**src/rtl/cache_fill_arbiter.sv**
```systemverilog
// cache_fill_arbiter: arbitrates NUM_CH cache miss channels and one write-through
// store port onto a single pipelined memory. A granted miss issues a block-sized
// burst of word reads; returned words stream back to the owning channel with a
// per-word valid and a done pulse on the last word of the block.
// Build option: CACHE_FILL_ROUND_ROBIN_EN selects round-robin miss grant
// (default: fixed priority, lowest channel index wins).
module cache_fill_arbiter #(
    parameter int ADDR_W      = 16,
    parameter int DATA_W      = 16,
    parameter int NUM_CH      = 2,
    parameter int BLOCK_WORDS = 8
) (
    input  logic                     clk,
    input  logic                     rst_n,
    input  logic [NUM_CH-1:0]        miss_req,
    input  logic [NUM_CH*ADDR_W-1:0] miss_addr,
    output logic [NUM_CH-1:0]        fill_valid,
    output logic [NUM_CH-1:0]        fill_done,
    output logic [DATA_W-1:0]        fill_data,
    output logic [ADDR_W-1:0]        fill_addr,
    input  logic                     wr_req,
    input  logic [ADDR_W-1:0]        wr_addr,
    input  logic [DATA_W-1:0]        wr_data,
    output logic                     wr_ack,
    output logic                     mem_en,
    output logic                     mem_wr,
    output logic [ADDR_W-1:0]        mem_addr,
    output logic [DATA_W-1:0]        mem_wdata,
    input  logic [DATA_W-1:0]        mem_rdata,
    input  logic                     mem_rvalid,
    output logic                     busy
);
    localparam int CNT_W = $clog2(BLOCK_WORDS);
    localparam int OFF_W = CNT_W + 1;                 // byte offset bits within a block
    localparam int CH_W  = (NUM_CH > 1) ? $clog2(NUM_CH) : 1;
    localparam logic [ADDR_W-1:0] BLK_MASK = ~ADDR_W'((1 << OFF_W) - 1);

    typedef enum logic [1:0] {IDLE, WRITE, ISSUE, DRAIN} state_t;

    state_t              state_q, state_d;
    logic [CH_W-1:0]     ch_q, ch_d;
    logic [ADDR_W-1:0]   base_q, base_d;
    logic [CNT_W-1:0]    issue_cnt_q, issue_cnt_d;
    logic [CNT_W-1:0]    ret_cnt_q, ret_cnt_d;

    logic [NUM_CH-1:0]   fill_valid_q, fill_valid_d;
    logic [NUM_CH-1:0]   fill_done_q, fill_done_d;
    logic [DATA_W-1:0]   fill_data_q, fill_data_d;
    logic [ADDR_W-1:0]   fill_addr_q, fill_addr_d;
    logic                wr_ack_q, wr_ack_d;
    logic                mem_en_q, mem_en_d;
    logic                mem_wr_q, mem_wr_d;
    logic [ADDR_W-1:0]   mem_addr_q, mem_addr_d;
    logic [DATA_W-1:0]   mem_wdata_q, mem_wdata_d;
    logic                busy_q;

    logic                gnt_vld;
    logic [CH_W-1:0]     gnt_ch;
    logic [ADDR_W-1:0]   gnt_addr;

`ifdef CACHE_FILL_ROUND_ROBIN_EN
    logic [CH_W-1:0]     rr_q, rr_d;

    // Round-robin grant: first requester at or after the pointer wins.
    always_comb begin
        int idx;
        idx      = 0;
        gnt_vld  = 1'b0;
        gnt_ch   = '0;
        gnt_addr = '0;
        // Descending scan so the smallest offset from the pointer overwrites last.
        for (int k = NUM_CH - 1; k >= 0; k--) begin
            idx = (int'(rr_q) + k) % NUM_CH;
            if (miss_req[idx]) begin
                gnt_vld  = 1'b1;
                gnt_ch   = CH_W'(idx);
                gnt_addr = miss_addr[idx*ADDR_W +: ADDR_W];
            end
        end
    end
`else
    // Fixed-priority grant: lowest-index requester wins.
    always_comb begin
        gnt_vld  = 1'b0;
        gnt_ch   = '0;
        gnt_addr = '0;
        for (int c = NUM_CH - 1; c >= 0; c--) begin
            if (miss_req[c]) begin
                gnt_vld  = 1'b1;
                gnt_ch   = CH_W'(c);
                gnt_addr = miss_addr[c*ADDR_W +: ADDR_W];
            end
        end
    end
`endif

    // Next-state and registered-output decode; outputs are loaded on the edge
    // that enters a state so they line up with that state's cycles.
    always_comb begin
        state_d      = state_q;
        ch_d         = ch_q;
        base_d       = base_q;
        issue_cnt_d  = issue_cnt_q;
        ret_cnt_d    = ret_cnt_q;
        fill_valid_d = '0;
        fill_done_d  = '0;
        fill_data_d  = '0;
        fill_addr_d  = '0;
        wr_ack_d     = 1'b0;
        mem_en_d     = 1'b0;
        mem_wr_d     = 1'b0;
        mem_addr_d   = '0;
        mem_wdata_d  = '0;
`ifdef CACHE_FILL_ROUND_ROBIN_EN
        rr_d         = rr_q;
`endif
        case (state_q)
            IDLE: begin
                // Stores first, so a fill that follows reads the stored data.
                if (wr_req) begin
                    state_d     = WRITE;
                    wr_ack_d    = 1'b1;
                    mem_en_d    = 1'b1;
                    mem_wr_d    = 1'b1;
                    mem_addr_d  = wr_addr;
                    mem_wdata_d = wr_data;
                end else if (gnt_vld) begin
                    state_d     = ISSUE;
                    ch_d        = gnt_ch;
                    base_d      = gnt_addr & BLK_MASK;
                    issue_cnt_d = '0;
                    ret_cnt_d   = '0;
                    mem_en_d    = 1'b1;
                    mem_addr_d  = gnt_addr & BLK_MASK;
                end
            end
            WRITE: state_d = IDLE;
            ISSUE: begin
                // issue_cnt_q is the index of the word currently on the bus.
                if (issue_cnt_q == CNT_W'(BLOCK_WORDS - 1)) begin
                    state_d = DRAIN;
                end else begin
                    issue_cnt_d = issue_cnt_q + 1'b1;
                    mem_en_d    = 1'b1;
                    mem_addr_d  = base_q + ADDR_W'({issue_cnt_d, 1'b0});
                end
            end
            DRAIN: ;
            default: state_d = IDLE;
        endcase

        // Returns are only accepted while a fill owns the port; anything else is stale.
        if ((state_q == ISSUE || state_q == DRAIN) && mem_rvalid) begin
            fill_valid_d[ch_q] = 1'b1;
            fill_data_d        = mem_rdata;
            fill_addr_d        = base_q + ADDR_W'({ret_cnt_q, 1'b0});
            ret_cnt_d          = ret_cnt_q + 1'b1;
            if (ret_cnt_q == CNT_W'(BLOCK_WORDS - 1)) begin
                fill_done_d[ch_q] = 1'b1;
                state_d           = IDLE;
                mem_en_d          = 1'b0;
                mem_addr_d        = '0;
`ifdef CACHE_FILL_ROUND_ROBIN_EN
                rr_d = (ch_q == CH_W'(NUM_CH - 1)) ? '0 : ch_q + 1'b1;
`endif
            end
        end
    end

    // State, bookkeeping and output registers with synchronous reset.
    always_ff @(posedge clk) begin
        if (!rst_n) begin
            state_q      <= IDLE;
            ch_q         <= '0;
            base_q       <= '0;
            issue_cnt_q  <= '0;
            ret_cnt_q    <= '0;
            fill_valid_q <= '0;
            fill_done_q  <= '0;
            fill_data_q  <= '0;
            fill_addr_q  <= '0;
            wr_ack_q     <= 1'b0;
            mem_en_q     <= 1'b0;
            mem_wr_q     <= 1'b0;
            mem_addr_q   <= '0;
            mem_wdata_q  <= '0;
            busy_q       <= 1'b0;
`ifdef CACHE_FILL_ROUND_ROBIN_EN
            rr_q         <= '0;
`endif
        end else begin
            state_q      <= state_d;
            ch_q         <= ch_d;
            base_q       <= base_d;
            issue_cnt_q  <= issue_cnt_d;
            ret_cnt_q    <= ret_cnt_d;
            fill_valid_q <= fill_valid_d;
            fill_done_q  <= fill_done_d;
            fill_data_q  <= fill_data_d;
            fill_addr_q  <= fill_addr_d;
            wr_ack_q     <= wr_ack_d;
            mem_en_q     <= mem_en_d;
            mem_wr_q     <= mem_wr_d;
            mem_addr_q   <= mem_addr_d;
            mem_wdata_q  <= mem_wdata_d;
            // Registered copy of the current state, so busy drops the cycle after fill_done.
            busy_q       <= (state_q != IDLE);
`ifdef CACHE_FILL_ROUND_ROBIN_EN
            rr_q         <= rr_d;
`endif
        end
    end

    assign fill_valid = fill_valid_q;
    assign fill_done  = fill_done_q;
    assign fill_data  = fill_data_q;
    assign fill_addr  = fill_addr_q;
    assign wr_ack     = wr_ack_q;
    assign mem_en     = mem_en_q;
    assign mem_wr     = mem_wr_q;
    assign mem_addr   = mem_addr_q;
    assign mem_wdata  = mem_wdata_q;
    assign busy       = busy_q;

endmodule

```
**config.mk**
```make
export PLATFORM = sky130hd
export DESIGN_NAME = cache_fill_arbiter
export DESIGN_NICKNAME = d
export VERILOG_FILES = /design/src/rtl/cache_fill_arbiter.sv
export SDC_FILE = /design/constraint.sdc
export NUM_CORES = 1
export LEC_CHECK = 0
export ABC_AREA = 1
export CORE_MARGIN = 2
export CORE_UTILIZATION = 40
export DETAILED_ROUTE_END_ITERATION = 16
export PLACE_DENSITY = 0.79
export REMOVE_ABC_BUFFERS = 1
export SYNTH_ARGS = -nofsm -noshare
export SYNTH_HDL_FRONTEND = slang
export SYNTH_SLANG_ARGS = --single-unit
```
**constraint.sdc**
```tcl
create_clock -name clk -period 4.4 [get_ports clk]
set_clock_uncertainty 0.15 [all_clocks]
set_input_delay 0.66 -clock clk [delete_from_list [all_inputs] [get_ports clk]]
set_output_delay 0.66 -clock clk [all_outputs]
set_load 0.1 [all_outputs]
```
==> flow_summary.json, run 1 <==
{
  "outcome": "complete, no violations",
  "grt_overflow": 0,
  "postLayoutCoreUtil": 0.6024,
  "synth_edf_count": 0,
  "first_global_vias": 3274,
  "cp.required_ns": 4.49,
  "syn_inst": 476,
  "cts_inserted_buffers": 9,
  "dieArea_um2": 9503,
  "yosysTopAreaCell": "dfxtp_1",
  "htree_num_levels": 3,
  "post_cts_buffers": 0,
  "leakage_nw": 2.357,
  "place_ws_ns": 1.363,
  "pwr-share-clk": 0.285,
  "io-pin-count": 158,
  "drive_gt1_frac": 0.04831,
  "ys_top_cells_by_count": "nor2_1, nand2_1, dfxtp_1, inv_1, a21oi_1",
  "ctsLongestPathBuffers": 2,
  "stdcell_count": 729,
  "rrSetupSlack_ns": 2.46,
  "maxSlewViolCount": 0,
  "synthArstFlopShare": 0,
  "syn_area_um2": 3496,
  "max_slew_margin": 0.3154,
  "io_buffers": 148,
  "setup_viol": 0,
  "hp-class": "flip-flop to flip-flop",
  "yosys_register_bits": 91,
  "switching_power_mw": 0.6594,
  "gp_congestion": 0.8229,
  "synth_ff_type": "dfxtp_1",
  "hold_buffers": 0,
  "power.total_mw": 1.905,
  "ant_nets": 0,
  "pwr-share-seq": 0.462,
  "grt_max_degree": 35,
  "die_w_um": 97.49,
  "tns_ns": 0,
  "intPower_mw": 1.246,
  "maxCapViolCount": 0,
  "antenna_found_initial": 0,
  "cts_root_buffer": "clkbuf_8",
  "finalWirelength_um": 9047,
  "setup_slack_ns": 1.701,
  "yosys.cell_count.top_type": "nor2_1",
  "avgSynthCellArea_um2": 7.344,
  "hold_viol": 0,
  "arrival_ns": 2.79,
  "drt_iter0_markers": 98,
  "place_inst": 713,
  "num_vias": 3283,
  "viasPerCell": 4.503,
  "ir_worst_vdd_mv": 0.2090,
  "critPathCaptureType": "flip-flop",
  "min_period_over_period": 0.6134,
  "path_max_fanout": 18,
  "insertion_delay_ns": 0.35,
  "clkSinkCount": 91,
  "worst_pin_slew_ns": 1.024,
  "synth.top_cell.area_share": 0.5211,
  "path_class": "primary input to flip-flop",
  "start_util": 0.4068,
  "ys_types": 22,
  "hold_ws_ns": 0.2955,
  "final_cell_area_um2": 5176,
  "pwr-share-comb": 0.253,
  "power_density_nw_per_um2": 368.0,
  "post_cts_resized": 0,
  "dr.pass1.iters": 4,
  "cp-start-kind": "primary input",
  "grt.total_usage": 0.1963,
  "antenna_cells": 0,
  "drc": 0,
  "max_freq_mhz": 370.5,
  "wl_per_cell_um": 12.41,
  "rsz0062_at_grt": "false",
  "placed_area_um2": 4984,
  "cts_tree": "yes",
  "rows": 34,
  "sw_frac_of_total": 0.3461,
  "grt_pass1_wl_um": 15180,
  "core_um2": 8593,
  "period_needed_ns": 2.699,
  "die_y_um": 97.49,
  "synth.area.top_cells": "dfxtp_1, nor2_1, nand2_1",
  "path_clk_slew_ns": 0.10,
  "area_delta_synth_final_pct": 48.07,
  "final_nets": 706,
  "seq_area_frac_synth": 0.5211,
  "ys_warn_count": 0,
  "dpl.hpwl_um": 6533
}
==> worst max-delay path: stages <==
cell	delay [ns]
clkdlybuf4s50_1	0.75
inv_1	0.58
nand3_2	0.45
nand2_1	0.25
o21ai_0	0.09
==> cell type report <==
class | count | area, um^2
clock inverter | 6 | 55.05
clock buffer | 10 | 137.6
timing repair buffer | 150 | 1496
tap | 108 | 135.1
inverter | 77 | 289.0
fill | 772 | 3417
multi-input combinational | 287 | 1241
sequential | 91 | 1822
==> worst paths after layout <==
| kind | startpoint | end | depth (start not counted) |
|---|---|---|---|
| max | wr_req | ret_cnt_q[2] | 5 |
| max reg2reg | issue_cnt_q[0] | issue_cnt_q[0] | 7 |
| min reg2reg | ret_cnt_q[2] | fill_addr[3] | 2 |
| min | ret_cnt_q[2] | fill_addr[3] | 2 |
==> power groups by stage <==
| stage | sequential (mW) | combinational, mW | clock, mW |
|---|---|---|---|
| 2_1_floorplan | 1.08 | 0.129 | 0 |
| 3_3_place_gp | 0.898 | 0.474 | 0 |
| 3_5_place_dp | 0.899 | 0.481 | 0 |
| 4_1_cts | 0.880 | 0.483 | 0.558 |
| 5_1_grt | 0.885 | 0.516 | 0.596 |
| 6_report | 0.880 | 0.482 | 0.543 |
==> placed cells by master, fill, tap and decap left out, drive strengths merged <==
cell             n
buf              2
a21oi           20
o21ai            6
clkdlybuf4s50  148
clkbuf          10
nor2           111
ha               4
nand2          110
inv             81
dfxtp           91
conb             1
clkinvlp         2
nand3           20
nand4           13
nor3             2
==> kinds of logic after synthesis <==
group,share of synthesized area
AO/OA/AOI/OAI,0.03830
buffers and inverters,0.1238
AND/OR/NAND/NOR,0.3014
other,0.001073
adder cells (fa/ha/maj),0.01432
flip-flops,0.5211
==> per-layer routing <==
| layer | part of all wire | wire (um) | global-route usage | vias up |
|---|---|---|---|---|
| li1 | - | - | - | 1700 |
| met1 | 0.42 | 3763 | 0.2309 | 1441 |
| met2 | 0.49 | 4428 | 0.3395 | 119 |
| met3 | 0.065 | 584 | 0.04676 | 23 |
| met4 | 0.030 | 271 | 0.08654 | 0 |
| met5 | 0 | 0 | 0 | - |
==> state kept, by name (all words and copies together) (netlist names), 2 cells and up <==
register     cells
base_q          12
fill_addr       15
fill_data       16
fill_done        2
fill_valid       2
issue_cnt_q      3
mem_addr        16
mem_wdata       16
ret_cnt_q        3
state_q          2
(Power assumes the default switching activity.)
==> run 2, diff against run 1 <==
- CORE_UTILIZATION: 40 -> 37
- PLACE_DENSITY: 0.79 -> 0.76
- clock period: 4.4 -> 2.4 ns (I/O delays scaled with it)
==> run 2 against run 1 <==
Hold slack gained 0.014 ns. First-iteration DRC count increased by 34%. Die area rose by 7.8%. Sequential power rose by 84%. Combinational power up 82%. Critical path type is now flip-flop to flip-flop. Largest cell class unchanged. Highest routed layer unchanged.
==> flow_summary.json, run 2 (synthesized netlist as in run 1, its figures left out) <==
{
  "outcome": "complete, no violations",
  "rsz0062_at_grt": "false",
  "critPathCaptureType": "flip-flop",
  "rows": 35,
  "layout_commonest_cell": "nor2_1",
  "grt_overflow": 0,
  "worst_pin_slew_ns": 0.6163,
  "max_freq_mhz": 513.7,
  "path_clk_slew_ns": 0.10,
  "cp.required_ns": 2.51,
  "maxCapViolCount": 0,
  "first_global_vias": 3112,
  "ir_worst_vdd_mv": 0.3029,
  "antenna_found_initial": 0,
  "finalWirelength_um": 9431,
  "path_max_fanout": 14,
  "hp-class": "flip-flop to flip-flop",
  "htree_num_levels": 3,
  "die_w_um": 101.2,
  "grt_max_degree": 25,
  "worstHoldStart": "ret_cnt_q[1]",
  "dpl.hpwl_um": 6869,
  "num_vias": 3269,
  "max_slew_margin": 0.5891,
  "layout_common_cells": "nor2_1, nand2_1, dfxtp_1, buf_4, clkdlybuf4s50_1",
  "cp-start-kind": "flip-flop",
  "core_um2": 9196,
  "hold_buffers": 0,
  "final_nets": 713,
  "rr_endpoint": "issue_cnt_q[0]",
  "insertion_delay_ns": 0.36,
  "die_y_um": 101.2,
  "grt_pass1_wl_um": 14470,
  "tns_ns": 0,
  "hold_viol": 0,
  "area_delta_synth_final_pct": 45.49,
  "power_density_nw_per_um2": 722.6,
  "ant_nets": 0,
  "io_buffers": 148,
  "power.total_mw": 3.675,
  "cts_root_buffer": "clkbuf_8",
  "r2r_start": "issue_cnt_q[0]",
  "place_ws_ns": 0.4067,
  "drc": 0,
  "setup_slack_ns": 0.4533,
  "period_needed_ns": 1.947,
  "drive_gt1_frac": 0.1704,
  "num-fill-cells": 847,
  "maxSlewViolCount": 0,
  "start_util": 0.3801,
  "dr.pass1.iters": 5,
  "whs_endpoint": "fill_addr[2]",
  "viasPerCell": 4.424,
  "post_cts_resized": 0,
  "io-pin-count": 158,
  "post_cts_buffers": 0,
  "dieArea_um2": 10240,
  "setup_viol": 0,
  "drt_iter0_markers": 131,
  "path_class": "flip-flop to flip-flop",
  "antenna_cells": 0,
  "gp_congestion": 0.8321,
  "rrSetupSlack_ns": 0.45,
  "reg2reg_depth": 7,
  "arrival_ns": 2.06,
  "wl_per_cell_um": 12.76,
  "clkSinkCount": 91,
  "min_period_over_period": 0.8111,
  "ctsLongestPathBuffers": 2,
  "grt.total_usage": 0.1808,
  "cts_inserted_buffers": 9,
  "leakage_nw": 2.543,
  "cts_tree": "yes",
  "hold_path_depth": 2
}
[run 2: changes by cell type in the layout (fill, tap and decap cells not counted), sizes merged]
cell,previous run,this run
inv,81,80
clkdlybuf4s50,148,77
clkinvlp,2,1
bufinv,0,2
buf,2,80
[run 2: worst max-delay path, stage by stage, from the launching register on]
cell and delay, ns:
dfxtp_1 0.38, ha_1 0.16, ha_1 0.54, inv_1 0.15, nand2_1 0.21, nand3_1 0.13
nand2_1 0.09, nor2_1 0.05
[run 2: area by class of cell]
| class | instances | area, um^2 | area share |
|---|---|---|---|
| Inverter | 77 | 289.0 | 0.05683 |
| Multi-Input combinational cell | 287 | 1241 | 0.2440 |
| Timing Repair Buffer | 157 | 1371 | 0.2696 |
| Sequential cell | 91 | 1822 | 0.3582 |
| Clock buffer | 10 | 127.6 | 0.02509 |
| Tap cell | 111 | 138.9 | 0.02731 |
| Clock inverter | 6 | 96.34 | 0.01894 |
[run 2: worst max-delay path by stage]
stage / depth (start not counted) / startpoint / slack [ns] / end
finish: 7 / issue_cnt_q[0] / 0.45 / issue_cnt_q[0]
global placement: 4 / rst_n / 0.44 / fill_data[10]
detailed placement: 4 / rst_n / 0.41 / fill_data[14]
global route: 7 / issue_cnt_q[0] / 0.30 / issue_cnt_q[0]
floorplan: 0 / mem_wr / 0.34 / mem_wr
CTS: 7 / issue_cnt_q[0] / 0.47 / issue_cnt_q[0]
[run 2: power by group]
group / internal (mW) / switching (mW) / total [mW]
registers: 1.58 / 0.0354 / 1.62
clock network: 0.602 / 0.579 / 1.18
logic: 0.269 / 0.608 / 0.877
total: 2.45 / 1.22 / 3.68
[run 2: metrics by stage]
step,area [um^2],std cells,utilization,hold slack (ns)
5_1_grt,5086,739,0.5531,0.3238
4_1_cts,5086,739,0.5531,0.3076
2_1_floorplan,3352,455,-,0.2755
3_3_place_gp,4862,723,0.5287,0.2884
6_report,5086,739,0.5531,0.3095
3_5_place_dp,4862,723,0.5287,0.2980
[run 2: layer usage]
layer / vias up / track usage / part of all wire / wire (um)
li1: 1711 / - / - / -
met5: - / 0 / 0 / 0
met2: 102 / 0.3362 / 0.52 / 4945
met4: 0 / 0.07380 / 0.0087 / 82
met3: 8 / 0.02899 / 0.060 / 562
met1: 1448 / 0.2045 / 0.41 / 3841
==> variant: new RTL, flow settings as in run 1 <==
The parameter `NUM_CH` goes from 2 to 8.
--- a/src/rtl/cache_fill_arbiter.sv
+++ b/src/rtl/cache_fill_arbiter.sv
@@ -9,3 +9,3 @@
     parameter int DATA_W      = 16,
-    parameter int NUM_CH      = 2,
+    parameter int NUM_CH      = 8,
     parameter int BLOCK_WORDS = 8
Interface: changed (resized fill_done, fill_valid, miss_addr and miss_req); port bits go from 158 to 272. No check against the original RTL was run, so the function may have changed too.
==> variant against run 1 <==
  * Power up 27%
  * Area after synthesis grew 34%
  * Critical path depth up 6
  * Clock power rose by 42%
  * Register-to-register slack worse by 0.11 ns
  * Synthesized cell count is 37% higher
  * Die area is 32% higher
  * Routed wire length is 52% higher
  * Worst setup slack worse by 0.080 ns
  * Cell area up 42%
  * Sequential cell count up 14
  * Critical endpoint is now issue_cnt_q[2]
==> variant: results (changes against run 1) <==
[status]
status=complete, no violations

[global_route]
grt_pass1_wl_mm=22.1  ; +46%
grt_max_degree=40  ; +14%
track_usage_pct=21.7  ; +2.0 points

[layout]
final_nets=1070  ; +52%

[power_and_ir_drop]
p_switching_mw=0.789  ; +20%
pwr-share-clk_pct=31.9  ; +3.4 points
pwr-share-comb_pct=26.2  ; +0.9 points
peakVddDrop_uv=255  ; +22%
p_leak_nw=3.12  ; +32%

[hold_path]
holdCritStartpoint=base_q[9]

[route]
finalWirelength_mm=13.8  ; +52%
drt_iter0_drc=166  ; +69%
drt_pass1_iterations=5  ; +1

[critical_path]
cp_slowest_stage_delay_ns=0.42  ; -0.33 ns
crit_start=miss_req[1]
cp_top_family=simple AND/OR/NAND/NOR gates
cp_max_fo=33  ; +15
reg2reg_depth=6  ; -1
crit_slowest_cell=nand3_4

[cts]
cts_root_buffer=clkbuf_16
clkLatencyLatePin_ns=0.33  ; -0.02 ns

[synth]
ys_types=29  ; +32%
synth_compound_area_share_pct=11.8  ; +8.0 points

[placed_design]
dp_hpwl_mm=10.5  ; +60%
port_buffers=238  ; +61%
placed_area_mm2=0.00709  ; +42%

[timing]
hold_slack_ns=0.297  ; +0.00135 ns
tightest_slew_ns=1.02  ; -0.00648 ns

variant: cell types whose count changed in the layout (fill, tap and decap cells not counted), sizes merged, moves of 13 or more:
cell           delta
nand2            +45
nor2             +40
clkdlybuf4s50    +90
a21oi            +36
inv              +13
dfxtp            +14
nand4            -13
o21ai            +23
variant: cells by family (layout without fill, tap and decap cells):
| kind of cell | count (synthesis) | in the layout |
|---|---|---|
| buf+inv | 122 | 351 |
| other cells | 1 | 1 |
| fa+ha+maj | 4 | 4 |
| compound gates | 89 | 89 |
| flops | 105 | 105 |
| simple gates | 333 | 333 |
variant: worst max-delay path by stage:
stage | slack (ns) | endpoint
after floorplan | 2.04 | mem_wr
after global placement | 1.31 | issue_cnt_q[1]
after detailed placement | 1.27 | issue_cnt_q[1]
after CTS | 1.60 | issue_cnt_q[2]
after global routing | 1.34 | issue_cnt_q[2]
final | 1.62 | issue_cnt_q[2]
variant: final cells by class:
cell class	count	area, µm²	area share (%)
Clock buffer	10	229	3.10
Clock inverter	6	60.1	0.814
Inverter	91	342	4.63
Multi-Input combinational cell	427	2040	27.6
Sequential cell	105	2100	28.5
Tap cell	143	179	2.43
Timing Repair Buffer	244	2430	32.9
variant: per-layer routing:
metal | global-route usage, % | up-vias | part of all wire (%)
li1 | - | 2425 | -
met1 | 25.5 | 2094 | 41
met2 | 39.7 | 170 | 51
met3 | 4.16 | 28 | 6.0
met4 | 6.91 | 0 | 2.5
met5 | 0 | - | 0
variant: through the flow:
stage               power (mW)  util (%)  instances  worst slack, ns
global placement          1.66      62.1       1010             1.31
detailed placement        1.67      62.1       1010             1.27
finish                    2.42      64.6       1026             1.62
global route              2.52      64.6       1026             1.34
floorplan                 1.41         -        623             2.04
CTS                       2.44      64.6       1026             1.60
